File: src/rtl/hilo_pkg.sv
// hilo_pkg: funct codes, FSM encoding and constants shared by the HI/LO unit
package hilo_pkg;
    localparam int DATA_W = 32;
    localparam logic [5:0] DIVU = 6'b011011;
    localparam logic [5:0] MFHI = 6'b010000;
    localparam logic [5:0] MTHI = 6'b010001;
    localparam logic [5:0] MFLO = 6'b010010;
    localparam logic [5:0] MTLO = 6'b010011;
    localparam logic [DATA_W-1:0] DIV0_LO = 32'hFFFF_FFFF;
    typedef enum logic {IDLE = 1'b0, BUSY = 1'b1} state_t;
endpackage

File: src/rtl/hilo_regfile.sv
// hilo_regfile: architectural HI/LO registers with MFHI/MFLO read mux
module hilo_regfile
    import hilo_pkg::*;
(
    input  logic              clk,
    input  logic              rst,
    input  logic              hi_we,
    input  logic [DATA_W-1:0] hi_wd,
    input  logic              lo_we,
    input  logic [DATA_W-1:0] lo_wd,
    input  logic              rd_hi,
    input  logic              rd_lo,
    output logic [DATA_W-1:0] rd_data
);
    logic [DATA_W-1:0] hi, lo;
    always_ff @(posedge clk or negedge rst) begin
        if (!rst) begin
            hi <= '0;
            lo <= '0;
        end else begin
            if (hi_we) hi <= hi_wd;
            if (lo_we) lo <= lo_wd;
        end
    end
    assign rd_data = rd_hi ? hi : rd_lo ? lo : '0;
endmodule

File: src/rtl/hilo_unit.sv
// hilo_unit: sequences DIVU into the iterative divider and serves MFHI/MFLO/MTHI/MTLO
module hilo_unit
    import hilo_pkg::*;
#(
    parameter int TIMEOUT = 64,
    parameter int CNT_W   = 7
) (
    input  logic        clk,
    input  logic        rst,
    input  logic        op_valid,
    input  logic [5:0]  funct,
    input  logic [31:0] rs_data,
    input  logic [31:0] rt_data,
    input  logic        div_done,
    input  logic [31:0] div_quot,
    input  logic [31:0] div_rem,
    output logic        div_start,
    output logic [31:0] div_dividend,
    output logic [31:0] div_divisor,
    output logic        stall,
    output logic        hilo_sel,
    output logic [31:0] hilo_out,
    output logic        busy,
    output logic        div_err
);
    state_t state, state_nx;
    logic [CNT_W-1:0] cnt;
    logic idle, divu, mfhi, mflo, mthi, mtlo, launch, div0, done, tmo;
    assign idle   = state == IDLE;
    assign divu   = op_valid && funct == DIVU;
    assign mfhi   = op_valid && funct == MFHI;
    assign mflo   = op_valid && funct == MFLO;
    assign mthi   = op_valid && funct == MTHI;
    assign mtlo   = op_valid && funct == MTLO;
    assign launch = idle && divu && rt_data != '0;
    assign div0   = idle && divu && rt_data == '0;
    assign done   = !idle && div_done;
    // div_done takes priority over an expiring timeout
    assign tmo    = !idle && !div_done && cnt == CNT_W'(TIMEOUT - 1);
    always_ff @(posedge clk or negedge rst) begin
        if (!rst) state <= IDLE;
        else state <= state_nx;
    end
    always_comb begin
        state_nx = idle ? (launch ? BUSY : IDLE) : (done || tmo ? IDLE : BUSY);
    end
    always_comb begin
        stall    = !idle && (divu || mfhi || mflo || mthi || mtlo);
        hilo_sel = idle && (mfhi || mflo);
    end
    always_ff @(posedge clk or negedge rst) begin
        if (!rst) begin
            cnt          <= '0;
            div_start    <= 1'b0;
            div_dividend <= '0;
            div_divisor  <= '0;
            div_err      <= 1'b0;
        end else begin
            cnt       <= idle ? '0 : cnt + 1'b1;
            div_start <= launch;
            if (launch) begin
                div_dividend <= rs_data;
                div_divisor  <= rt_data;
            end
            if (tmo) div_err <= 1'b1;
        end
    end
    assign busy = !idle;
    hilo_regfile u_rf (
        .clk    (clk),
        .rst    (rst),
        .hi_we  ((idle && mthi) || div0 || done),
        .hi_wd  (done ? div_rem : rs_data),
        .lo_we  ((idle && mtlo) || div0 || done),
        .lo_wd  (done ? div_quot : div0 ? DIV0_LO : rs_data),
        .rd_hi  (mfhi),
        .rd_lo  (mflo),
        .rd_data(hilo_out)
    );
endmodule

File: config.mk
export PLATFORM = sky130hd
export DESIGN_NAME = hilo_unit
export DESIGN_NICKNAME = d
export VERILOG_FILES = /design/src/rtl/hilo_pkg.sv /design/src/rtl/hilo_regfile.sv /design/src/rtl/hilo_unit.sv
export SDC_FILE = /design/constraint.sdc
export NUM_CORES = 1
export LEC_CHECK = 0
export CAP_MARGIN = 10
export CORE_MARGIN = 10
export CORE_UTILIZATION = 40
export CTS_CLUSTER_DIAMETER = 40
export DETAILED_ROUTE_END_ITERATION = 8
export GPL_ROUTABILITY_DRIVEN = 0
export PLACE_DENSITY = 0.76
export SKIP_CTS_REPAIR_TIMING = 1
export SYNTH_ARGS = -nofsm -noshare
export SYNTH_HDL_FRONTEND = slang
export SYNTH_SLANG_ARGS = --single-unit
export TNS_END_PERCENT = 50
File: constraint.sdc
create_clock -name clk -period 1.55 [get_ports clk]
set_input_delay 0.2325 -clock clk [delete_from_list [all_inputs] [get_ports clk]]
set_output_delay 0.2325 -clock clk [all_outputs]
set_load 0.05 [all_outputs]
==> results of run 1 <==
==> synthesized netlist by cell type (2+ instances only) <==
cell | count | share of area (%)
o22a_1 | 32 | 4.3
buf_2 | 9 | 0.70
mux2_4 | 38 | 8.8
buf_6 | 5 | 0.87
xnor2_1 | 4 | 0.54
nand4_1 | 2 | 0.19
nor4_1 | 8 | 0.78
nor2b_1 | 2 | 0.19
mux2i_1 | 32 | 5.0
nand3_1 | 3 | 0.23
mux2_2 | 26 | 4.5
o21a_1 | 2 | 0.23
o22ai_1 | 33 | 3.2
nand2_1 | 7 | 0.41
buf_1 | 3 | 0.17
inv_1 | 34 | 2.0
clkbuf_1 | 22 | 1.3
dfrtp_1 | 138 | 54
o221a_2 | 31 | 5.4
and2_1 | 6 | 0.58
nor2_1 | 36 | 2.1
a21oi_1 | 33 | 2.6
==> per-stage QoR <==
step                      hold WS, ns  cell area, um2  worst slack (ns)
after global routing          0.09619           11410           -0.3656
after floorplan              -0.06309            6799           -0.1855
final                          0.1010           11410           -0.3213
after global placement         0.1927           10050           -0.9046
after detailed placement       0.2047           10050           -0.9199
after CTS                     -0.2528           10600           -0.6333
==> routing by layer <==
layer	global-route usage, %	share of wire, %	vias up	wire [um]
met1	23.50	39	2934	9501
met4	7.334	1.5	2	360
li1	-	-	2528	-
met5	0	0.049	-	12
met2	35.33	54	218	13090
met3	6.020	6.0	24	1463
==> where the power goes <==
group,switching [mW],total (mW),internal [mW],leakage (nW)
Clock,1.55,3.83,2.28,0.261
Combinational,1.58,2.75,1.18,3.45
Sequential,0.281,4.33,4.05,1.76
==> cell families (layout without fill, tap and decap cells) <==
| group | Yosys count | count (layout) | share of synthesized area, % |
|---|---|---|---|
| multiplexers | 96 | 96 | 18.34 |
| buffers and inverters | 73 | 381 | 5.003 |
| adder cells (fa/ha/maj) | 1 | 1 | 0.1939 |
| AND/OR/NAND/NOR | 73 | 74 | 5.934 |
| AO/OA/AOI/OAI | 135 | 135 | 16.33 |
| flip-flops | 138 | 138 | 53.52 |
| XOR/XNOR | 5 | 5 | 0.6787 |
==> worst min path at each step <==
stage,from,end,slack (ns),cells after the start
detailed placement,rst,u_rf.lo[29]$_DFFE_PN0P_,0.20,1
global route,rt_data[30],div_divisor[30]$_DFFE_PN0P_,0.1,2
CTS,rst,u_rf.lo[23]$_DFFE_PN0P_,-0.25,1
global placement,rst,u_rf.lo[29]$_DFFE_PN0P_,0.19,1
floorplan,rst,busy$_DFF_PN0_,-0.06,0
finish,rt_data[30],div_divisor[30]$_DFFE_PN0P_,0.10,2
==> flip-flops by register name, summed over array words and instances, names as in the netlist <==
name and count:
u_rf.lo 32, div_dividend 32, cnt 7, div_start 1, busy 1, u_rf.hi 32, div_err 1, div_divisor 32
==> area by class of cell <==
cell class	count	area [um2]	share of cell area (%)
Multi-Input combinational cell	311	3346	29.31
Tap cell	216	270.3	2.368
Timing Repair Buffer	315	3659	32.05
Clock inverter	11	96.34	0.8441
Inverter	34	127.6	1.118
Sequential cell	138	3455	30.27
Clock buffer	21	460.4	4.034
==> worst max-delay path: stages <==
cell and delay (ns):
buf_6 0.09, nand4bb_4 0.21, buf_6 0.13, or3_4 0.46
clkbuf_16 0.23, nor2_4 0.13, buf_12 0.14
==> results.toml, run 1 <==
[setup_path]
regToRegStartpoint = "busy$_DFF_PN0_"
crit_path_end = "hilo_out[29]"
reg2regPathDepth = 6
start_kind = "primary input"
crit_path_end_kind = "output port"
arrival_ns = 1.64
cp.required_ns = 1.32
crit_fanout = 8
r2r-end = "div_dividend[29]$_DFFE_PN0P_"
startpoint = "funct[2]"
crit_type = "in -> out"
worst-r2r-setup-slack_ns = -0.21

[timing]
setup_ws_ns = -0.3213
tightest_slew_ns = 0.4754
hold_viol_final = 0
period_share_pct = 120.7
tns_ns = -24.89
finalCriticalPeriod_ns = 1.871
grt_setup_unrepaired = "true"
fmax_mhz = 534.4
clock_skew_ns = 0.006369
slew_violations = 0
setup_violations = 130
slew_headroom_pct = 68.31

[detailed_routing]
firstDrtPassIters = 4
postRouteAntennaNets = 0
drt_iter0_drc = 286
via_count = 5706
drt_wl_total_mm = 24.43
route.detailed.drc = 0
wl_per_cell_um = 23.35
viasPerCell = 5.455

[hold_path]
hp-class = "in -> reg"

[clock_tree]
numCtsBuffers = 17
clock_path_buffers = 2
cts_sinks = 138
root_buffer = "clkbuf_16"
path_clk_slew_ns = 0.06
clock_latency_ns = 0.42
cts_tree = "done"
h-tree-depth = 4

[synth]
async_flop_share_pct = 100.0
synth-warning-count = 0
ys_ff_latch = 138
yosysSeqAreaShare_pct = 53.52
avgSynthCellArea_um2 = 12.38
synthFlopType = "dfrtp_1"
synth-edff-count = 0
syn_area_um2 = 6452
synth_cell_types = 37
synth_cells = 521
synthesis.nets = 660

[global_route]
grt_usage_pct = 20.42
antenna_found_initial = 1
grt_pass1_vias = 6199
overflow = 0
grt_pass1_wl_mm = 35.09
grt_max_degree = 47

[pwr]
peakVddDrop_uv = 752.7
p_per_area_nw_per_um2 = 956.3
power_mw = 10.91
cellLeakagePower_nw = 5.467

[outcome]
violations = "negative setup slack"
status = "finished, violations left"

[job]
cap_violations = 0

[floorplanning]
fp.dieH_um = 147.0
die_x_um = 147.0
rows = 46
design.die.area_um2 = 21610
pin_count = 239
core_um2 = 15830
initial_core_util_pct = 40.77

[finish]
nets = 956
num_antenna_cells = 0
final_common_cell = "dfrtp_1"
finish.utilization_pct = 72.11
areaGrowthSynthToFinish_pct = 76.89
instances_no_fill = 1046
drive_gt1_share_pct = 47.71
num-fill-cells = 1049
layout_common_cells = "dfrtp_1, buf_4, clkdlybuf4s50_1"

[place]
dp.cells = 993
io_buffers = 238
hpwlAfterDp_mm = 16.68
No activity file was read; power rests on OpenSTA's default activity.
==> run 2: changes to the inputs <==
TNS_END_PERCENT = 5   (was 50)
==> results.toml, run 2 (synthesis gave the netlist of run 1 again) <==
[finish]
drive_gt1_share_pct = 42.52
num_antenna_cells = 0
areaGrowthSynthToFinish_pct = 68.61
layout_common_cells = "dfrtp_1, buf_4, clkdlybuf4s50_1"
regArea_um2 = 3455
multi_input_area_um2 = 3050
num-fill-cells = 1087
finish.utilization_pct = 68.74
fin_area_um2 = 10880
final_common_cell = "dfrtp_1"
nets = 935

[detailed_routing]
route.detailed.drc = 0
viasPerCell = 5.325
postRouteAntennaNets = 0
via_count = 5458
firstDrtPassIters = 5
wl_per_cell_um = 22.28
drt_iter0_drc = 397
drt_wl_total_mm = 22.84

[pwr]
switching_share_pct = 29.90
internal_power_mw = 7.934
cellLeakagePower_nw = 5.319
p_sw_mw = 3.383
seq_power_share_pct = 38.2
combPwrFrac_pct = 23.0
p_per_area_nw_per_um2 = 1040
clkPwrFrac_pct = 38.8
peakVddDrop_uv = 707.1

[timing]
period_share_pct = 115.7
clock_skew_ns = 0.007404
tightest_slew_ns = 0.3273
fmax_mhz = 557.8
grt_setup_unrepaired = "true"
hold_viol_final = 0
slew_violations = 0
setup_violations = 131
slew_headroom_pct = 77.55
setup_ws_ns = -0.2428
finalCriticalPeriod_ns = 1.793

[outcome]
violations = "negative setup slack"
status = "finished, violations left"

[floorplanning]
initial_core_util_pct = 40.77
die_x_um = 147.0
design.die.area_um2 = 21610
core_um2 = 15830
rows = 46
fp.dieH_um = 147.0
pin_count = 239

[global_route]
grt_pass1_vias = 6105
grt_usage_pct = 20.01
antenna_found_initial = 1
grt_pass1_wl_mm = 34.49
grt_max_degree = 49
overflow = 0

[setup_path]
crit_path_end_kind = "output port"
critPathMaxStageDelay_ns = 0.51
critPathSlowestCell = "or3_4"
crit_fanout = 8
cp.required_ns = 1.32
crit_chain = "buf_6 -> nand4bb_4 -> or3_4 -> clkbuf_16 -> nor2_4 -> buf_12"
crit_type = "in -> out"
start_kind = "primary input"
arrival_ns = 1.56

[hold_path]
hp-class = "in -> reg"

[clock_tree]
cts_sinks = 138
clock_latency_ns = 0.42
numCtsBuffers = 17
cts_tree = "done"
h-tree-depth = 4
root_buffer = "clkbuf_16"
clock_path_buffers = 2
path_clk_slew_ns = 0.06

[job]
cap_violations = 0

[place]
pre_cts_slack_ns = -0.8389
io_buffers = 238
hpwlAfterDp_mm = 16.16
place_area_um2 = 9896
## run 2: cell types whose count changed in the layout (fill, tap and decap cells not counted), moves of 3 or more
cell / delta
a21oi_1: +23
a21oi_2: -23
buf_12: -7
buf_4: -6
bufinv_16: +3
clkbuf_16: -5
clkbuf_2: -4
clkinv_2: -3
clkinv_4: +3
dlymetal6s2s_1: +4
o221a_2: +16
o221a_4: -16
o22ai_1: +4
o22ai_2: -4
## run 2: power by group through the flow
stage               sequential (mW)  clock (mW)  combinational (mW)
CTS                            4.31        4.46                2.61
finish                         4.32        4.39                2.61
detailed placement             4.36           0                2.61
global route                   4.36        4.62                2.75
global placement               4.33           0                2.55
floorplan                      5.09           0               0.720
## run 2: worst max-delay path, delay by kind of cell
| kind | cells | cell delay [ns] |
|---|---|---|
| AND/OR/NAND/NOR | 3 | 0.85 |
| buffers and inverters | 3 | 0.46 |
## run 2: per-stage QoR
stage	TNS, ns	std cells	hold WS (ns)	total power [mW]
floorplan	-16.91	521	-0.06309	5.808
global placement	-112.56	984	0.1380	6.875
detailed placement	-115.15	984	0.1393	6.965
CTS	-59.27	1016	-0.3059	11.38
global route	-28.53	1025	0.09137	11.74
finish	-20.35	1025	0.1006	11.32
## run 2: layer usage
metal / global-route usage (%) / wire length (um) / vias to the layer above
li1: - / - / 2476
met1: 23.63 / 9202 / 2743
met2: 33.92 / 11690 / 211
met3: 6.357 / 1571 / 26
met4: 6.392 / 362 / 2
met5: 0 / 13 / -
## run 2: area by class of cell
cell class                 count  share of cell area [%]
clock inverter                13                   1.760
multi-input combinational    310                   28.04
tap                          216                   2.484
clock buffer                  19                   4.163
timing repair buffer         295                   30.63
sequential                   138                   31.75
inverter                      34                   1.173
## run 2: path summary, 6_finish.rpt
kind	end	slack (ns)	cells past startpoint	from
min in group asynchronous	u_rf.lo[27]$_DFFE_PN0P_	0.26	2	rst
max in group asynchronous	u_rf.hi[1]$_DFFE_PN0P_	0.65	3	rst
worst max register to register	div_divisor[11]$_DFFE_PN0P_	-0.23	5	busy$_DFF_PN0_
worst min-delay path	div_divisor[15]$_DFFE_PN0P_	0.10	2	rt_data[15]
worst min register to register	div_err$_DFFE_PN0P_	0.48	2	div_err$_DFFE_PN0P_
worst max-delay path	hilo_out[20]	-0.24	6	funct[2]
==> run 3: changes to the inputs <==
ABC_CLOCK_PERIOD_IN_PS = 1550   (was unset)
CTS_CLUSTER_SIZE = 16   (was unset)
==> results of run 3 <==
No change in the layout: final DEF, timing and power equal those of run 2.
==> RTL change, RTL diff (flow settings as in run 1) <==
`CNT_W`: 7 -> 8.
--- a/src/rtl/hilo_unit.sv
+++ b/src/rtl/hilo_unit.sv
@@ -4,5 +4,5 @@
 #(
     parameter int TIMEOUT = 64,
-    parameter int CNT_W   = 7
+    parameter int CNT_W   = 8
 ) (
     input  logic        clk,
Function: same outputs for any inputs over 4 cycles, from zero or initial values and one cycle with rst low; that may be too few to reach the edited logic, so the function may still have changed.
==> RTL change against run 1 <==
The flow still finishes with violations (negative setup slack). Sequential share of layout area up 0.70 points. Final area down 1.6%. Register-to-register slack worse by 120 ps. Die area is 1.7% higher. Sequential cell count grew 1. Clock power grew 2%. Total power up 11%. Synthesized cell count grew 1.9%. Routed wire length is 3.4% higher. Synthesized area is 2.0% higher. First-iteration DRC count is 42% higher. Worst setup slack worse by 13 ps. Worst hold slack got worse by 20 ps. Critical endpoint is now div_divisor[14]. Largest power group unchanged.
==> RTL change: results (changes against run 1) <==
- Overall power: 12100 uW (was 10900 uW)
- Placement Setup Slack: -1170 ps (was -920 ps)
- GRT met1 Usage: 0.226 (was 0.235)
- DR top layer: met5 (unchanged)
- Met1 wire length: 9600 um (was 9500 um)
- Max VDD drop: 0.000741 V (was 0.000753 V)
- Initial antenna violation count: 1 (unchanged)
- Syn Nets: 670 (was 660)
- IO buf count: 238 (unchanged)
- Failing checks: negative setup slack (unchanged)
- Syn Inst Count: 531 (was 521)
- Worst-case clock buffer depth: 2 (unchanged)
- Vias/cell: 5.56 (was 5.46)
- Met2 Use GR: 0.345 (was 0.353)
- Yosys warns: 0 (unchanged)
- TritonCTS buffer count: 17 (unchanged)
- WL met3: 2250 um (was 1460 um)
- Post-synth top flop: dfrtp_1 (unchanged)
- Clock power frac: 0.322 (was 0.351)
- Final setup viols: 164 (was 130)
- Met3 usage: 0.0868 (was 0.0602)
- Critical path arrival: 2180 ps (was 1640 ps)
- Most frequent cells after synthesis: 139 x dfrtp_1, 40 x mux2_4, 36 x nor2_1 (was 138 x dfrtp_1, 38 x mux2_4, 36 x nor2_1)
- Worst-path maximum fanout: 8 (unchanged)
- Vias in the first global route: 6228 (was 6199)
- DRT iter0 DRCs: 406 (was 286)
- Layout cell share with drive strength beyond 1: 0.435 (was 0.477)
- Sw Share: 0.317 (was 0.312)
- Critical path's slowest cell: dfrtp_1 (was or3_4)
- Leak: 0.00512 uW (was 0.00547 uW)
- Max stage delay on crit path: 390 ps (was 460 ps)
- Yosys cell types: 33 (was 37)
- Register area share after synthesis: 0.529 (was 0.535)
- WL/cell: 24.2 um (was 23.4 um)
- DP Area: 9830 um^2 (was 10000 um^2)
- Status: finished, violations left (unchanged)
- Inserted Diodes: 0 (unchanged)
- Setup_tns: -39350 ps (was -24890 ps)
- GR Util All Layers: 0.203 (was 0.204)
- Asr flop ratio synth: 1.00 (unchanged)
- Gate power share: 0.282 (was 0.252)
- Worst-Margin Slew: 406 ps (was 475 ps)
- H-tree Lvls: 4 (unchanged)
- Largest net degree at the start of global routing: 42 (was 47)
- Clock-pin slew on the worst setup and hold paths: 60 ps (about the same)
- Total number of vias: 5801 (was 5706)
- Drt pass-1 iters: 5 (was 4)
- Root buf cell: clkbuf_16 (unchanged)
- Clk_lat worst skew: 410 ps
- Clk_skew: 5.65 ps (was 6.37 ps)
- Synth area leaders: dfrtp_1 53%, mux2_4 9.1%, o221a_2 5.5% (was dfrtp_1 54%, mux2_4 8.8%, o221a_2 5.4%)
- Routed wire length on met2: 13000 um (was 13100 um)
- Hold Crit Class: in -> reg (unchanged)
- First-pass GRT wire length: 35200 um (was 35100 um)
- CP delay by family, top: simple AND/OR/NAND/NOR gates (unchanged)
- Worst Setup Slack, final: -334 ps (was -321 ps)
- DP HPWL: 16800 um (was 16700 um)
- Nets@finish: 953 (was 956)
- Placed cells: 979 (was 993)
==> RTL change: cells by family after synthesis <==
logic type	synth area share
and+or+nand+nor	0.0820
muxes	0.181
AOI/OAI and AO/OA	0.164
DFF	0.529
buffers and inverters	0.0342
xor gates and xnor gates	0.00799
adders and majority gates	0.00190
==> RTL change: path summary, 6_finish.rpt <==
kind | cells past startpoint | startpoint | slack [ps] | end
setup / recovery | 6 | busy | -330 | div_divisor[14]
hold / removal | 2 | rt_data[29] | 80 | div_divisor[29]
setup reg to reg | 6 | busy | -330 | div_divisor[14]
hold reg to reg | 1 | cnt[0] | 470 | cnt[0]
max in group asynchronous | 3 | rst | 600 | u_rf.lo[13]
min in group asynchronous | 2 | rst | 300 | div_divisor[31]
==> RTL change: final cells by class <==
class	count	area, um^2
clock buffers	20	467
clock inverters	12	97.6
fillers	1099	4770
inverters	1	3.75
multi-input cells	346	3290
flip-flops and latches	139	3480
well taps	216	270
repair buffers	309	3630
